--- src/rtl/seq_hit_logger_pkg.sv ---
// Shared defaults for the hit logger: counter widths, FIFO depth, IRQ threshold.
package seq_hit_logger_pkg;

  localparam int TS_W_DEF   = 16;
  localparam int DEPTH_DEF  = 4;
  localparam int CNT_W_DEF  = 8;
  localparam int THRESH_DEF = 8;
  localparam int PTR_W_DEF  = $clog2(DEPTH_DEF);

  // Pointer width for a given depth; a single-entry FIFO still needs one bit.
  function automatic int ptr_w(input int depth);
    return (depth > 1) ? $clog2(depth) : 1;
  endfunction

endpackage

--- src/rtl/seq_hit_logger_if.sv ---
// Valid/ready read port carrying timestamps out of the hit logger.
interface seq_hit_logger_if #(
  parameter int TS_W = 16
);

  logic            rd_valid;
  logic            rd_ready;
  logic [TS_W-1:0] rd_data;

  modport master (
    output rd_valid,
    output rd_data,
    input  rd_ready
  );

  modport slave (
    input  rd_valid,
    input  rd_data,
    output rd_ready
  );

endinterface

--- src/rtl/seq_hit_logger_hit_ts_fifo.sv ---
// Synchronous timestamp FIFO with registered head output; accepts push+pop while full.
module hit_ts_fifo
  import seq_hit_logger_pkg::*;
#(
  parameter int W     = TS_W_DEF,
  parameter int DEPTH = DEPTH_DEF
) (
  input  logic         clk,
  input  logic         rst_n,
  input  logic         flush,
  input  logic         push,
  input  logic [W-1:0] din,
  input  logic         pop,
  output logic [W-1:0] dout,
  output logic         empty,
  output logic         full
);

  localparam int PTR_W = ptr_w(DEPTH);
  localparam int OCC_W = PTR_W + 1;
  localparam logic [OCC_W-1:0] FULL_OCC = OCC_W'(DEPTH);
  localparam logic [OCC_W-1:0] ONE_OCC  = OCC_W'(1);

  logic [W-1:0]     mem_q [DEPTH];
  logic [W-1:0]     mem_d [DEPTH];
  logic [PTR_W-1:0] wr_ptr_q, wr_ptr_d;
  logic [PTR_W-1:0] rd_ptr_q, rd_ptr_d;
  logic [PTR_W-1:0] rd_nxt;
  logic [OCC_W-1:0] occ_q, occ_d;
  logic [W-1:0]     dout_q, dout_d;
  logic             push_ok;
  logic             pop_ok;

  assign empty   = (occ_q == '0);
  assign full    = (occ_q == FULL_OCC);
  assign pop_ok  = pop & ~empty & ~flush;
  assign push_ok = push & (~full | pop_ok) & ~flush;
  assign rd_nxt  = rd_ptr_q + PTR_W'(1);
  assign dout    = dout_q;

  always_comb begin
    mem_d    = mem_q;
    wr_ptr_d = wr_ptr_q;
    rd_ptr_d = rd_ptr_q;
    occ_d    = occ_q;
    dout_d   = dout_q;

    if (flush) begin
      wr_ptr_d = '0;
      rd_ptr_d = '0;
      occ_d    = '0;
    end else begin
      if (push_ok) begin
        mem_d[wr_ptr_q] = din;
        wr_ptr_d        = wr_ptr_q + PTR_W'(1);
      end
      if (pop_ok) begin
        rd_ptr_d = rd_nxt;
      end

      case ({push_ok, pop_ok})
        2'b10:   occ_d = occ_q + ONE_OCC;
        2'b01:   occ_d = occ_q - ONE_OCC;
        default: occ_d = occ_q;
      endcase

      // Head register tracks the entry that will sit at rd_ptr after this edge;
      // a fresh push into an (about to be) empty FIFO bypasses the memory.
      if (pop_ok) begin
        if (occ_q > ONE_OCC) begin
          dout_d = mem_q[rd_nxt];
        end else if (push_ok) begin
          dout_d = din;
        end
      end else if (push_ok && empty) begin
        dout_d = din;
      end
    end
  end

  always_ff @(posedge clk or negedge rst_n) begin
    if (!rst_n) begin
      mem_q    <= '{default: '0};
      wr_ptr_q <= '0;
      rd_ptr_q <= '0;
      occ_q    <= '0;
      dout_q   <= '0;
    end else begin
      mem_q    <= mem_d;
      wr_ptr_q <= wr_ptr_d;
      rd_ptr_q <= rd_ptr_d;
      occ_q    <= occ_d;
      dout_q   <= dout_d;
    end
  end

endmodule

--- src/rtl/seq_hit_logger.sv ---
// Timestamps detector hits into a FIFO and keeps a saturating hit count, sticky overflow and IRQ.
module seq_hit_logger
  import seq_hit_logger_pkg::*;
#(
  parameter int TS_W   = TS_W_DEF,
  parameter int DEPTH  = DEPTH_DEF,
  parameter int CNT_W  = CNT_W_DEF,
  parameter int THRESH = THRESH_DEF
) (
  input  logic             clk,
  input  logic             rst_n,
  input  logic             en,
  input  logic             hit,
  input  logic             clr,
  seq_hit_logger_if.master rd,
  output logic [CNT_W-1:0] hit_cnt,
  output logic             ovf,
  output logic             irq
);

  localparam logic [CNT_W-1:0] CNT_MAX  = '1;
  localparam logic [CNT_W-1:0] THRESH_V = CNT_W'(THRESH);

  logic [TS_W-1:0]  ts_q, ts_d;
  logic [CNT_W-1:0] hit_cnt_q, hit_cnt_d;
  logic             ovf_q, ovf_d;
  logic             accept;
  logic             pop;
  logic             fifo_empty;
  logic             fifo_full;

  assign accept = hit & en & ~clr;
  assign pop    = ~fifo_empty & rd.rd_ready & ~clr;

  always_comb begin
    ts_d      = ts_q + TS_W'(1);
    hit_cnt_d = hit_cnt_q;
    ovf_d     = ovf_q;

    if (clr) begin
      hit_cnt_d = '0;
      ovf_d     = 1'b0;
    end else if (accept) begin
      if (hit_cnt_q != CNT_MAX) begin
        hit_cnt_d = hit_cnt_q + CNT_W'(1);
      end
      // Only a hit that finds the FIFO full with no slot freed this cycle is lost.
      if (fifo_full && !pop) begin
        ovf_d = 1'b1;
      end
    end
  end

  always_ff @(posedge clk or negedge rst_n) begin
    if (!rst_n) begin
      ts_q      <= '0;
      hit_cnt_q <= '0;
      ovf_q     <= 1'b0;
    end else begin
      ts_q      <= ts_d;
      hit_cnt_q <= hit_cnt_d;
      ovf_q     <= ovf_d;
    end
  end

  hit_ts_fifo #(
    .W     (TS_W),
    .DEPTH (DEPTH)
  ) u_fifo (
    .clk   (clk),
    .rst_n (rst_n),
    .flush (clr),
    .push  (accept),
    .din   (ts_q),
    .pop   (pop),
    .dout  (rd.rd_data),
    .empty (fifo_empty),
    .full  (fifo_full)
  );

  assign rd.rd_valid = ~fifo_empty;
  assign hit_cnt     = hit_cnt_q;
  assign ovf         = ovf_q;
  assign irq         = (hit_cnt_q >= THRESH_V);

endmodule
--- src/flat_wrapper.sv ---
// flat-port wrapper written by rule: the top's interface ports become plain ports
module seq_hit_logger_flat import seq_hit_logger_pkg::*;
#(
  parameter int TS_W   = TS_W_DEF,
  parameter int DEPTH  = DEPTH_DEF,
  parameter int CNT_W  = CNT_W_DEF,
  parameter int THRESH = THRESH_DEF
)
  (clk, rst_n, en, hit, clr, hit_cnt, ovf, irq, rd_rd_valid, rd_rd_data, rd_rd_ready);
  seq_hit_logger_if #(.TS_W(TS_W)) rd_i ();
  input  logic clk;
  input  logic rst_n;
  input  logic en;
  input  logic hit;
  input  logic clr;
  output logic [CNT_W-1:0] hit_cnt;
  output logic ovf;
  output logic irq;
  output wire logic [$bits(rd_i.rd_valid)-1:0] rd_rd_valid;
  output wire logic [$bits(rd_i.rd_data)-1:0] rd_rd_data;
  input wire logic [$bits(rd_i.rd_ready)-1:0] rd_rd_ready;
  assign rd_rd_valid = rd_i.rd_valid;
  assign rd_rd_data = rd_i.rd_data;
  assign rd_i.rd_ready = rd_rd_ready;
  seq_hit_logger #(.TS_W(TS_W), .DEPTH(DEPTH), .CNT_W(CNT_W), .THRESH(THRESH)) u_core (.clk(clk), .rst_n(rst_n), .en(en), .hit(hit), .clr(clr), .rd(rd_i), .hit_cnt(hit_cnt), .ovf(ovf), .irq(irq));
endmodule
--- config.mk ---
export PLATFORM = sky130hd
export DESIGN_NAME = seq_hit_logger_flat
export DESIGN_NICKNAME = d
export VERILOG_FILES = /design/src/rtl/seq_hit_logger_pkg.sv /design/src/rtl/seq_hit_logger_if.sv /design/src/rtl/seq_hit_logger_hit_ts_fifo.sv /design/src/rtl/seq_hit_logger.sv /design/src/flat_wrapper.sv
export SDC_FILE = /design/constraint.sdc
export NUM_CORES = 1
export LEC_CHECK = 0
export ABC_CLOCK_PERIOD_IN_PS = 2220
export CORE_MARGIN = 2
export CORE_UTILIZATION = 55
export CTS_BUF_LIST = sky130_fd_sc_hd__clkbuf_4
export CTS_CLUSTER_DIAMETER = 50
export DETAILED_ROUTE_END_ITERATION = 12
export GPL_ROUTABILITY_DRIVEN = 0
export HOLD_SLACK_MARGIN = 0.06
export PLACE_DENSITY = 0.78
export SLEW_MARGIN = 20
export SYNTH_ARGS = -nofsm -noshare
export SYNTH_HDL_FRONTEND = slang
export SYNTH_SLANG_ARGS = --single-unit
--- constraint.sdc ---
create_clock -name clk -period 2.22 [get_ports clk]
set_input_delay 0.444 -clock clk [delete_from_list [all_inputs] [get_ports clk]]
set_output_delay 0.444 -clock clk [all_outputs]
set_load 0.02 [all_outputs]
==> metrics.cfg, run 1 <==
[cells_and_area]
utilization_pct = 65.58
stdcell_area_mm2 = 0.006088
n_fill_cell = 697
multiInputGateArea_mm2 = 0.002307
syn2layout_area_growth_pct = 15.61
register_area_mm2 = 0.002804
drive_above_1_share_pct = 40.09
num_antenna_cells = 0
fin_nets = 436

[routing]
via_count = 3135
wl_um = 9801
vias_per_cell = 5.669
drt_iter0_drc = 142
wl_per_cell_um = 17.72
first_pass_iters = 4
antenna_left = 0
drc = 0

[clock_network]
ctsLongestPathBuffers = 2
cts.sinks = 112
clockRootBuffer = clkbuf_4
numCtsBuffers = 9
cts_tree = built
insertion_delay_ps = 450
cts.htree.levels = 3
path_clk_slew_ps = 160

[floorplanning]
pin_count = 33
die_h_um = 101.9
die_w_um = 101.9
die-area_mm2 = 0.01037
initial_core_util_pct = 56.73
placeableCoreArea_mm2 = 0.009284
row_count = 35

[pwr]
p_sw_mw = 1.214
clkPwrFrac_pct = 25.1
leakagePower_nw = 2.828
p_sw_share_pct = 27.71
p_seq_share_pct = 52.3
combPwrFrac_pct = 22.5
worst_ir_drop_vdd_mv = 0.4934
p_per_area_mw_per_mm2 = 719.8
power.total_mw = 4.382
p_int_mw = 3.168

[logic_synthesis]
synth_warnings = 0
synth_area_per_cell_um2 = 14.04
ys_seq_area_share_pct = 53.22
synth_edf_count = 0
ys.flop_type = dfrtp_1
synthCells = 375
synth.most_common_cell = dfrtp_1
yosysUniqueCellTypes = 45
async_flop_share_pct = 100.0
synth.top_cell.area_share_pct = 53.22
synthesis.area_mm2 = 0.005266
syn_nets = 392
ys_ff_latch = 112
synth_area_leader_cell = dfrtp_1
synthTopCellsByArea = dfrtp_1, mux2_2, mux4_2, ha_1, xnor2_1
yosys-top-cells-count = dfrtp_1, mux2_2, mux4_2

[sta]
finalHoldViolations = 0
fin_crit_sh_pct = 94.81
final.setup_skew_ps = 11.53
period_minus_slack_ps = 2105
tightest_slew_ps = 563.8
rsz0062_at_grt = no
setup_viol = 0
finalMaxSlewViolations = 0
finalSetupTns_ps = 0
worst_slack_ps = 115.3
fmax_mhz = 475.1
relSlewSlack_pct = 61.44

[setup_path]
cpMaxStageDelayCell = dfrtp_1
crit_fanout = 6
worstPathArrival_ps = 1660
slowest_delay_ps = 440
end_kind = output pin
rr_startpoint = u_core.u_fifo.occ_q[1]
r2r_slack_ps = 140
r2r-end = u_core.u_fifo.mem_q[28]
crit_chain = inv_1 > ha_1 > nand2b_4 > clkdlybuf4s15_2
r2r_cells = 7
start_kind = register
worstSetupPathType = register to output pin
critPathRequiredTime_ps = 1780
path_delay_family = flip-flops
cp.buffers_inverters = 2

[placed_design]
port_buffers = 32
place_area_mm2 = 0.005888
hpwlAfterDp_um = 6530
dpl_worst_slack_ps = -8.364

[grt]
grt_pass1_vias = 3265
grt_max_degree = 49
antenna_found_initial = 0
track_usage_pct = 20.47
gr-total-overflow = 0
grt_pass1_wl_um = 16190

[min_path]
hold_class = primary input to async pin

[flow_run]
max_cap_viol_count = 0

[run_status]
status = completed

per-layer routing:
layer  vias to the layer above  routed length [µm]  share of wire [%]  GRT usage, %
li1                       1442                   -                  -             -
met3                        15                 277                2.8         4.446
met2                        53                4907                 50         33.65
met5                         -                   0                  0             0
met4                         0                 159                1.6         7.179
met1                      1625                4456                 45         27.24
sequential cells by signal, indices dropped and copies added, names as in the netlist:
signal,flops
u_core.u_fifo.dout,16
u_core.hit_cnt,8
u_core.u_fifo.rd_ptr_q,2
u_core.ovf,1
u_core.u_fifo.wr_ptr_q,2
u_core.ts_q,16
u_core.u_fifo.mem_q,64
u_core.u_fifo.occ_q,3
metrics by stage:
step,cells,hold WS [ps]
2_1_floorplan,375,148.4
4_1_cts,551,473.6
3_5_place_dp,534,451.4
3_3_place_gp,534,446.4
6_report,553,479.4
5_1_grt,553,498.1
kinds of logic after synthesis:
family          after synthesis  synth area share (%)
compound gates               22                 3.492
mux                         116                 28.20
simple gates                 60                 6.225
fa+ha+maj                    11                 2.613
xor+xnor                     18                 2.994
flops                       112                 53.22
buf+inv                      36                 3.255
cell usage in the layout (no fill, tap or decap), types with 2 or more instances in the layout:
master and n:
a211oi_1 2, mux2_2 99, and4_1 4, a31oi_1 2
a21oi_1 4, buf_12 8, buf_4 18, nor3_1 4
nand2b_1 2, dfrtp_1 111, nand2_2 4, nand3_1 9
clkbuf_4 10, clkinvlp_4 2, ha_1 11, and3_1 4
clkdlybuf4s50_1 29, bufinv_16 2, inv_1 11, nand4_1 3
mux4_2 16, xor2_1 4, xnor2_1 14, nor2_1 12
nand2_1 10
power by group through the flow:
| stage | sequential, mW | combinational, mW | clock [mW] |
|---|---|---|---|
| 2_1_floorplan | 2.37 | 0.555 | 0 |
| 3_3_place_gp | 2.32 | 0.946 | 0 |
| 3_5_place_dp | 2.33 | 0.965 | 0 |
| 4_1_cts | 2.29 | 0.982 | 1.14 |
| 5_1_grt | 2.31 | 1.06 | 1.21 |
| 6_report | 2.29 | 0.988 | 1.10 |
layout make-up:
| cell class | count | area share (%) |
|---|---|---|
| clock inverter | 6 | 1.377 |
| tap | 129 | 2.651 |
| timing repair buffer | 58 | 10.11 |
| clock buffer | 10 | 1.233 |
| sequential | 112 | 46.05 |
| inverter | 11 | 0.6782 |
| multi-input combinational | 227 | 37.90 |
worst max path at each step:
stage	start	endpoint	slack (ps)	cells past startpoint
global route	u_core.u_fifo.occ_q[1]	rd_rd_valid	6	4
global placement	hit	u_core.u_fifo.dout[4]	50	5
finish	u_core.u_fifo.occ_q[1]	rd_rd_valid	120	4
detailed placement	rd_rd_ready	u_core.u_fifo.mem_q[31]	-8	6
CTS	u_core.hit_cnt[4]	irq	70	3
floorplan	u_core.u_fifo.occ_q[1]	u_core.u_fifo.dout[10]	70	7
what timing repair did:
| item | CTS | global route |
|---|---|---|
| setup buffers | 0 | 2 |
| hold buffers | 1 | 0 |
| endpoints found under the setup margin | 2 | 63 |
| resized for setup | 6 | 2 |
| hold endpoints to repair | 36 | 0 |
| pin swaps | 0 | 1 |
Power figures use the tool's default switching activity.
==> inputs of run 2 (changes only) <==
--- a/config.mk
+++ b/config.mk
@@ -7,10 +7,11 @@
 export LEC_CHECK = 0
 export ABC_CLOCK_PERIOD_IN_PS = 2220
 export CORE_MARGIN = 2
-export CORE_UTILIZATION = 55
+export CORE_UTILIZATION = 59
 export CTS_BUF_LIST = sky130_fd_sc_hd__clkbuf_4
 export CTS_CLUSTER_DIAMETER = 50
 export DETAILED_ROUTE_END_ITERATION = 12
+export DONT_BUFFER_PORTS = 1
 export GPL_ROUTABILITY_DRIVEN = 0
 export HOLD_SLACK_MARGIN = 0.06
 export PLACE_DENSITY = 0.78
==> metrics.cfg, run 2 (same netlist as run 1, synthesis figures left out) <==
[cells_and_area]
final_cell_mix = dfrtp_1, mux2_2, mux4_2, buf_4, xnor2_1
stdcell_area_mm2 = 0.005595  ; -8.1%
drive_above_1_share_pct = 41.30  ; +1.2 points
largest_reg_flops = 64  ; unchanged
syn2layout_area_growth_pct = 6.249
num_antenna_cells = 0  ; unchanged
utilization_pct = 64.48  ; -1.1 points
fin_nets = 397  ; -8.9%
layout_commonest_cell = dfrtp_1
largest-register = u_core.u_fifo.mem_q

[pwr]
p_int_mw = 2.919  ; -7.9%
worst_ir_drop_vdd_mv = 0.4554  ; -7.7%
p_seq_share_pct = 58.4  ; +6.1 points
p_per_area_mw_per_mm2 = 729.7  ; +1.4%
p_sw_share_pct = 28.51  ; +0.80 points
p_sw_mw = 1.164  ; -4.2%
combPwrFrac_pct = 17.1  ; -5.4 points
leakagePower_nw = 2.629  ; -7.0%
clkPwrFrac_pct = 24.4  ; -0.7 points

[routing]
wl_per_cell_um = 19.14  ; +8.0%
antenna_left = 0  ; unchanged
via_count = 2958  ; -5.6%
first_pass_iters = 4  ; unchanged
drc = 0  ; unchanged
vias_per_cell = 6.000  ; +5.8%
drt_iter0_drc = 119  ; -16%
wl_um = 9434  ; -3.7%

[placed_design]
place_area_mm2 = 0.005443  ; -7.6%
hpwlAfterDp_um = 6135  ; -6.0%
port_buffers = 0  ; -100%
dpl_worst_slack_ps = 135.1  ; +143.5 ps

[sta]
tightest_slew_ps = 535.3  ; -28.58 ps
fin_crit_sh_pct = 95.09  ; +0.28 points
finalMaxSlewViolations = 0  ; unchanged
setup_viol = 0  ; unchanged
fin_hold_ws_ps = -341.4  ; -820.8 ps
relSlewSlack_pct = 64.20  ; +2.8 points
worst_slack_ps = 109.1  ; -6.184 ps
finalSetupTns_ps = 0  ; unchanged
fmax_mhz = 473.7  ; -0.29%
period_minus_slack_ps = 2111  ; +6.184 ps
final.setup_skew_ps = 20.60  ; +9.064 ps
rsz0062_at_grt = yes
finalHoldViolations = 112  ; +112

[clock_network]
path_clk_slew_ps = 170  ; about the same
numCtsBuffers = 9  ; unchanged
cts_tree = built
cts_hold_buf = 1  ; unchanged
insertion_delay_ps = 460  ; about the same
clockRootBuffer = clkbuf_4
cts.sinks = 112  ; unchanged
cts.htree.levels = 3  ; unchanged
post_cts.repair.setup_buffers = 0  ; unchanged
ctsLongestPathBuffers = 2  ; unchanged

[flow_run]
max_cap_viol_count = 0  ; unchanged

[floorplanning]
die_h_um = 98.48  ; -3.3%
placeableCoreArea_mm2 = 0.008678  ; -6.5%
die_w_um = 98.48  ; -3.3%
row_count = 34  ; -2.9%
initial_core_util_pct = 60.68  ; +4.0 points
pin_count = 33  ; unchanged
die-area_mm2 = 0.009697  ; -6.5%

[run_status]
violations = hold timing
status = complete, but fails checks

[setup_path]
crit_fanout = 9  ; +3
critPathRequiredTime_ps = 2560  ; +780 ps
end_kind = register
worstPathArrival_ps = 2460  ; +800 ps
worstSetupPathType = register to register
start_kind = register

[min_path]
hold_class = primary input to async pin

[grt]
gr-total-overflow = 0  ; unchanged
grt_pass1_wl_um = 15660  ; -3.3%
grt_max_degree = 113  ; +130%
antenna_found_initial = 0  ; unchanged
track_usage_pct = 20.86  ; +0.39 points
grt_pass1_vias = 3021  ; -7.5%

[run 2: final cells by class]
| class | count | area (µm²) |
|---|---|---|
| Clock buffer | 9 | 67.56 |
| Clock inverter | 7 | 71.32 |
| Fill cell | 661 | 3083 |
| Inverter | 11 | 41.29 |
| Multi-Input combinational cell | 227 | 2306 |
| Sequential cell | 112 | 2804 |
| Tap cell | 108 | 135.1 |
| Timing Repair Buffer | 19 | 170.2 |
[run 2: worst paths after layout]
path / to / slack, ps / cells after the start / startpoint
worst max-delay path: u_core.u_fifo.dout[8] / 110 / 7 / u_core.u_fifo.occ_q[1]
worst min-delay path: u_core.u_fifo.mem_q[44] / -340 / 0 / rst_n
worst max register to register: u_core.u_fifo.dout[8] / 110 / 7 / u_core.u_fifo.occ_q[1]
worst min register to register: u_core.u_fifo.mem_q[23] / 520 / 1 / u_core.u_fifo.mem_q[23]
max in group asynchronous: u_core.hit_cnt[5] / 2420 / 0 / rst_n
min in group clk: u_core.u_fifo.occ_q[2] / 220 / 2 / clr
[run 2: repair_timing]
| item | 4_1_cts | 5_1_grt |
|---|---|---|
| hold endpoints to repair | 125 | 112 |
| setup endpoints to repair | 0 | 3 |
| resized for setup | 0 | 2 |
[run 2: power by group through the flow]
stage          Clock, mW  Sequential, mW  Combinational, mW
2_1_floorplan          0            2.37              0.555
3_3_place_gp           0            2.42              0.673
3_5_place_dp           0            2.43              0.693
4_1_cts             1.03            2.39              0.700
5_1_grt             1.10            2.41              0.762
6_report           0.998            2.39              0.699
[run 2: metrics by stage]
step	std cells	total power, mW
final	493	4.083
after global routing	493	4.269
after CTS	493	4.121
after detailed placement	476	3.121
after global placement	476	3.090
after floorplan	375	2.926
[run 2: critical path: stages, from the launching register on]
cell and delay, ps:
dfrtp_1 430, inv_1 110, ha_1 200, o21ba_2 260
nand2b_1 100, a311oi_4 320, buf_4 240, mux2_2 350
[run 2: per-layer routing]
layer	global-route usage (%)	vias to the layer above	routed length (µm)
met5	0	-	0
met3	5.177	9	427
met1	28.89	1538	4198
met4	4.636	0	85
li1	-	1351	-
met2	34.01	60	4723
==> inputs of run 3 (changes only) <==
--- a/config.mk
+++ b/config.mk
@@ -15,6 +15,7 @@
 export GPL_ROUTABILITY_DRIVEN = 0
 export HOLD_SLACK_MARGIN = 0.06
 export PLACE_DENSITY = 0.78
+export SKIP_CTS_REPAIR_TIMING = 1
 export SLEW_MARGIN = 20
 export SYNTH_ARGS = -nofsm -noshare
 export SYNTH_HDL_FRONTEND = slang
==> metrics.cfg, run 3 (same netlist as run 1, synthesis figures left out) <==
[sta]
rsz0062_at_grt = yes
finalHoldViolations = 112  ; unchanged
finalMaxSlewViolations = 0  ; unchanged
fin_crit_sh_pct = 94.88  ; -0.21 points
finalSetupTns_ps = 0  ; unchanged
setup_viol = 0  ; unchanged
fin_hold_ws_ps = -341.7  ; -0.2750 ps
worst_slack_ps = 113.7  ; +4.596 ps
relSlewSlack_pct = 64.26  ; about the same
fmax_mhz = 474.8  ; +0.22%
final.setup_skew_ps = 20.67  ; +0.07760 ps
period_minus_slack_ps = 2106  ; -4.596 ps
tightest_slew_ps = 534.4  ; -0.8963 ps

[routing]
via_count = 2955  ; -0.10%
wl_per_cell_um = 19.13  ; about the same
drt_iter0_drc = 134  ; +13%
drc = 0  ; unchanged
vias_per_cell = 5.994  ; -0.10%
antenna_left = 0  ; unchanged
wl_um = 9431  ; about the same
first_pass_iters = 4  ; unchanged

[clock_network]
insertion_delay_ps = 460  ; about the same
clockRootBuffer = clkbuf_4
ctsLongestPathBuffers = 2  ; unchanged
cts_tree = built
cts.htree.levels = 3  ; unchanged
cts.sinks = 112  ; unchanged
path_clk_slew_ps = 170  ; about the same
numCtsBuffers = 9  ; unchanged

[floorplanning]
row_count = 34  ; unchanged
placeableCoreArea_mm2 = 0.008678  ; unchanged
die_w_um = 98.48  ; unchanged
pin_count = 33  ; unchanged
initial_core_util_pct = 60.68  ; unchanged
die_h_um = 98.48  ; unchanged
die-area_mm2 = 0.009697  ; unchanged

[grt]
antenna_found_initial = 0  ; unchanged
use_met3_pct = 5.248  ; +0.071 points
use_met1_pct = 28.49  ; -0.39 points
grt_pass1_wl_um = 15540  ; -0.75%
grt_max_degree = 113  ; unchanged
grt-busiest-layer = met2
track_usage_pct = 20.67  ; -0.18 points
use_met2_pct = 33.75  ; -0.26 points
grt_pass1_vias = 3015  ; -0.20%
gr-total-overflow = 0  ; unchanged

[cells_and_area]
finalNonFillerCells = 493  ; unchanged
fin_nets = 397  ; unchanged
num_antenna_cells = 0  ; unchanged
final_cell_mix = dfrtp_1, mux2_2, mux4_2, buf_4, xnor2_1
layout_commonest_cell = dfrtp_1
largest_reg_flops = 64  ; unchanged
drive_above_1_share_pct = 41.30  ; unchanged
n_fill_cell = 660  ; -0.15%
largest-register = u_core.u_fifo.mem_q
syn2layout_area_growth_pct = 6.249  ; unchanged

[run_status]
status = complete, but fails checks
violations = hold timing

[setup_path]
cp.buffers_inverters = 2  ; unchanged
critPathRequiredTime_ps = 2560  ; about the same
rr_startpoint = u_core.u_fifo.occ_q[1]
cpMaxStageDelayCell = dfrtp_1
start_kind = register
end_kind = register
path_delay_family = compound AO/OA/AOI/OAI gates
startpoint = u_core.u_fifo.occ_q[1]
worstSetupPathType = register to register
slowest_delay_ps = 430  ; about the same
crit_chain = inv_1 > ha_1 > o21ba_2 > nand2b_1 > a311oi_4 > buf_4 > mux2_2
crit_fanout = 9  ; unchanged
worstPathArrival_ps = 2450  ; about the same

[pwr]
worst_ir_drop_vdd_mv = 0.4546  ; -0.18%
clkPwrFrac_pct = 24.4  ; about the same
p_seq_share_pct = 58.5  ; about the same
combPwrFrac_pct = 17.1  ; about the same
p_sw_share_pct = 28.48  ; -0.029 points
leakagePower_nw = 2.629  ; unchanged
p_per_area_mw_per_mm2 = 729.4  ; about the same
p_int_mw = 2.919  ; about the same
p_sw_mw = 1.162  ; -0.15%

[flow_run]
max_cap_viol_count = 0  ; unchanged

[placed_design]
port_buffers = 0  ; unchanged
dp.cells = 476  ; unchanged
hpwlAfterDp_um = 6135  ; unchanged
dpl_worst_slack_ps = 135.1  ; unchanged

[min_path]
hold_class = primary input to async pin

[run 3: cell counts in the layout (fill, tap and decap cells not counted)]
No cell type changed its count.
[run 3: final timing paths]
kind,to,slack [ps],cells after the start
setup / recovery,u_core.u_fifo.dout[8],110,7
hold / removal,u_core.u_fifo.dout[12],-340,0
setup reg to reg,u_core.u_fifo.dout[8],110,7
hold reg to reg,u_core.u_fifo.mem_q[23],520,1
max in group asynchronous,u_core.hit_cnt[5],2420,0
min in group clk,u_core.u_fifo.occ_q[2],220,2
[run 3: routing by layer]
metal  share of wire [%]  up-vias
met5                   0        -
met4                0.90        0
met3                 4.3        9
met2                  50       54
met1                  45     1540
li1                    -     1352
[run 3: worst register-to-register path, stage by stage (launching register included)]
cell	delay, ps
dfrtp_1	430
inv_1	110
ha_1	200
o21ba_2	260
nand2b_1	100
a311oi_4	320
buf_4	240
mux2_2	350
[run 3: cell type report]
| type | instances | area [µm²] | share of cell area (%) |
|---|---|---|---|
| Clock inverter | 7 | 71.32 | 1.275 |
| Multi-Input combinational cell | 227 | 2306 | 41.21 |
| Clock buffer | 9 | 67.56 | 1.208 |
| Inverter | 11 | 41.29 | 0.7379 |
| Sequential cell | 112 | 2804 | 50.11 |
| Timing Repair Buffer | 19 | 170.2 | 3.041 |
| Tap cell | 108 | 135.1 | 2.415 |
[run 3: power groups by stage]
stage	Combinational (mW)	Sequential (mW)	Clock (mW)
finish	0.699	2.39	0.996
global placement	0.673	2.42	0
global route	0.762	2.41	1.10
detailed placement	0.693	2.43	0
floorplan	0.555	2.37	0
CTS	0.695	2.39	1.03
[run 3: per-stage QoR]
step           area, µm²  utilization (%)  power (mW)
5_1_grt             5595            64.48       4.269
3_3_place_gp        5443            62.72       3.090
4_1_cts             5582            64.32       4.116
3_5_place_dp        5443            62.72       3.121
6_report            5595            64.48       4.081
2_1_floorplan       5266                -       2.926
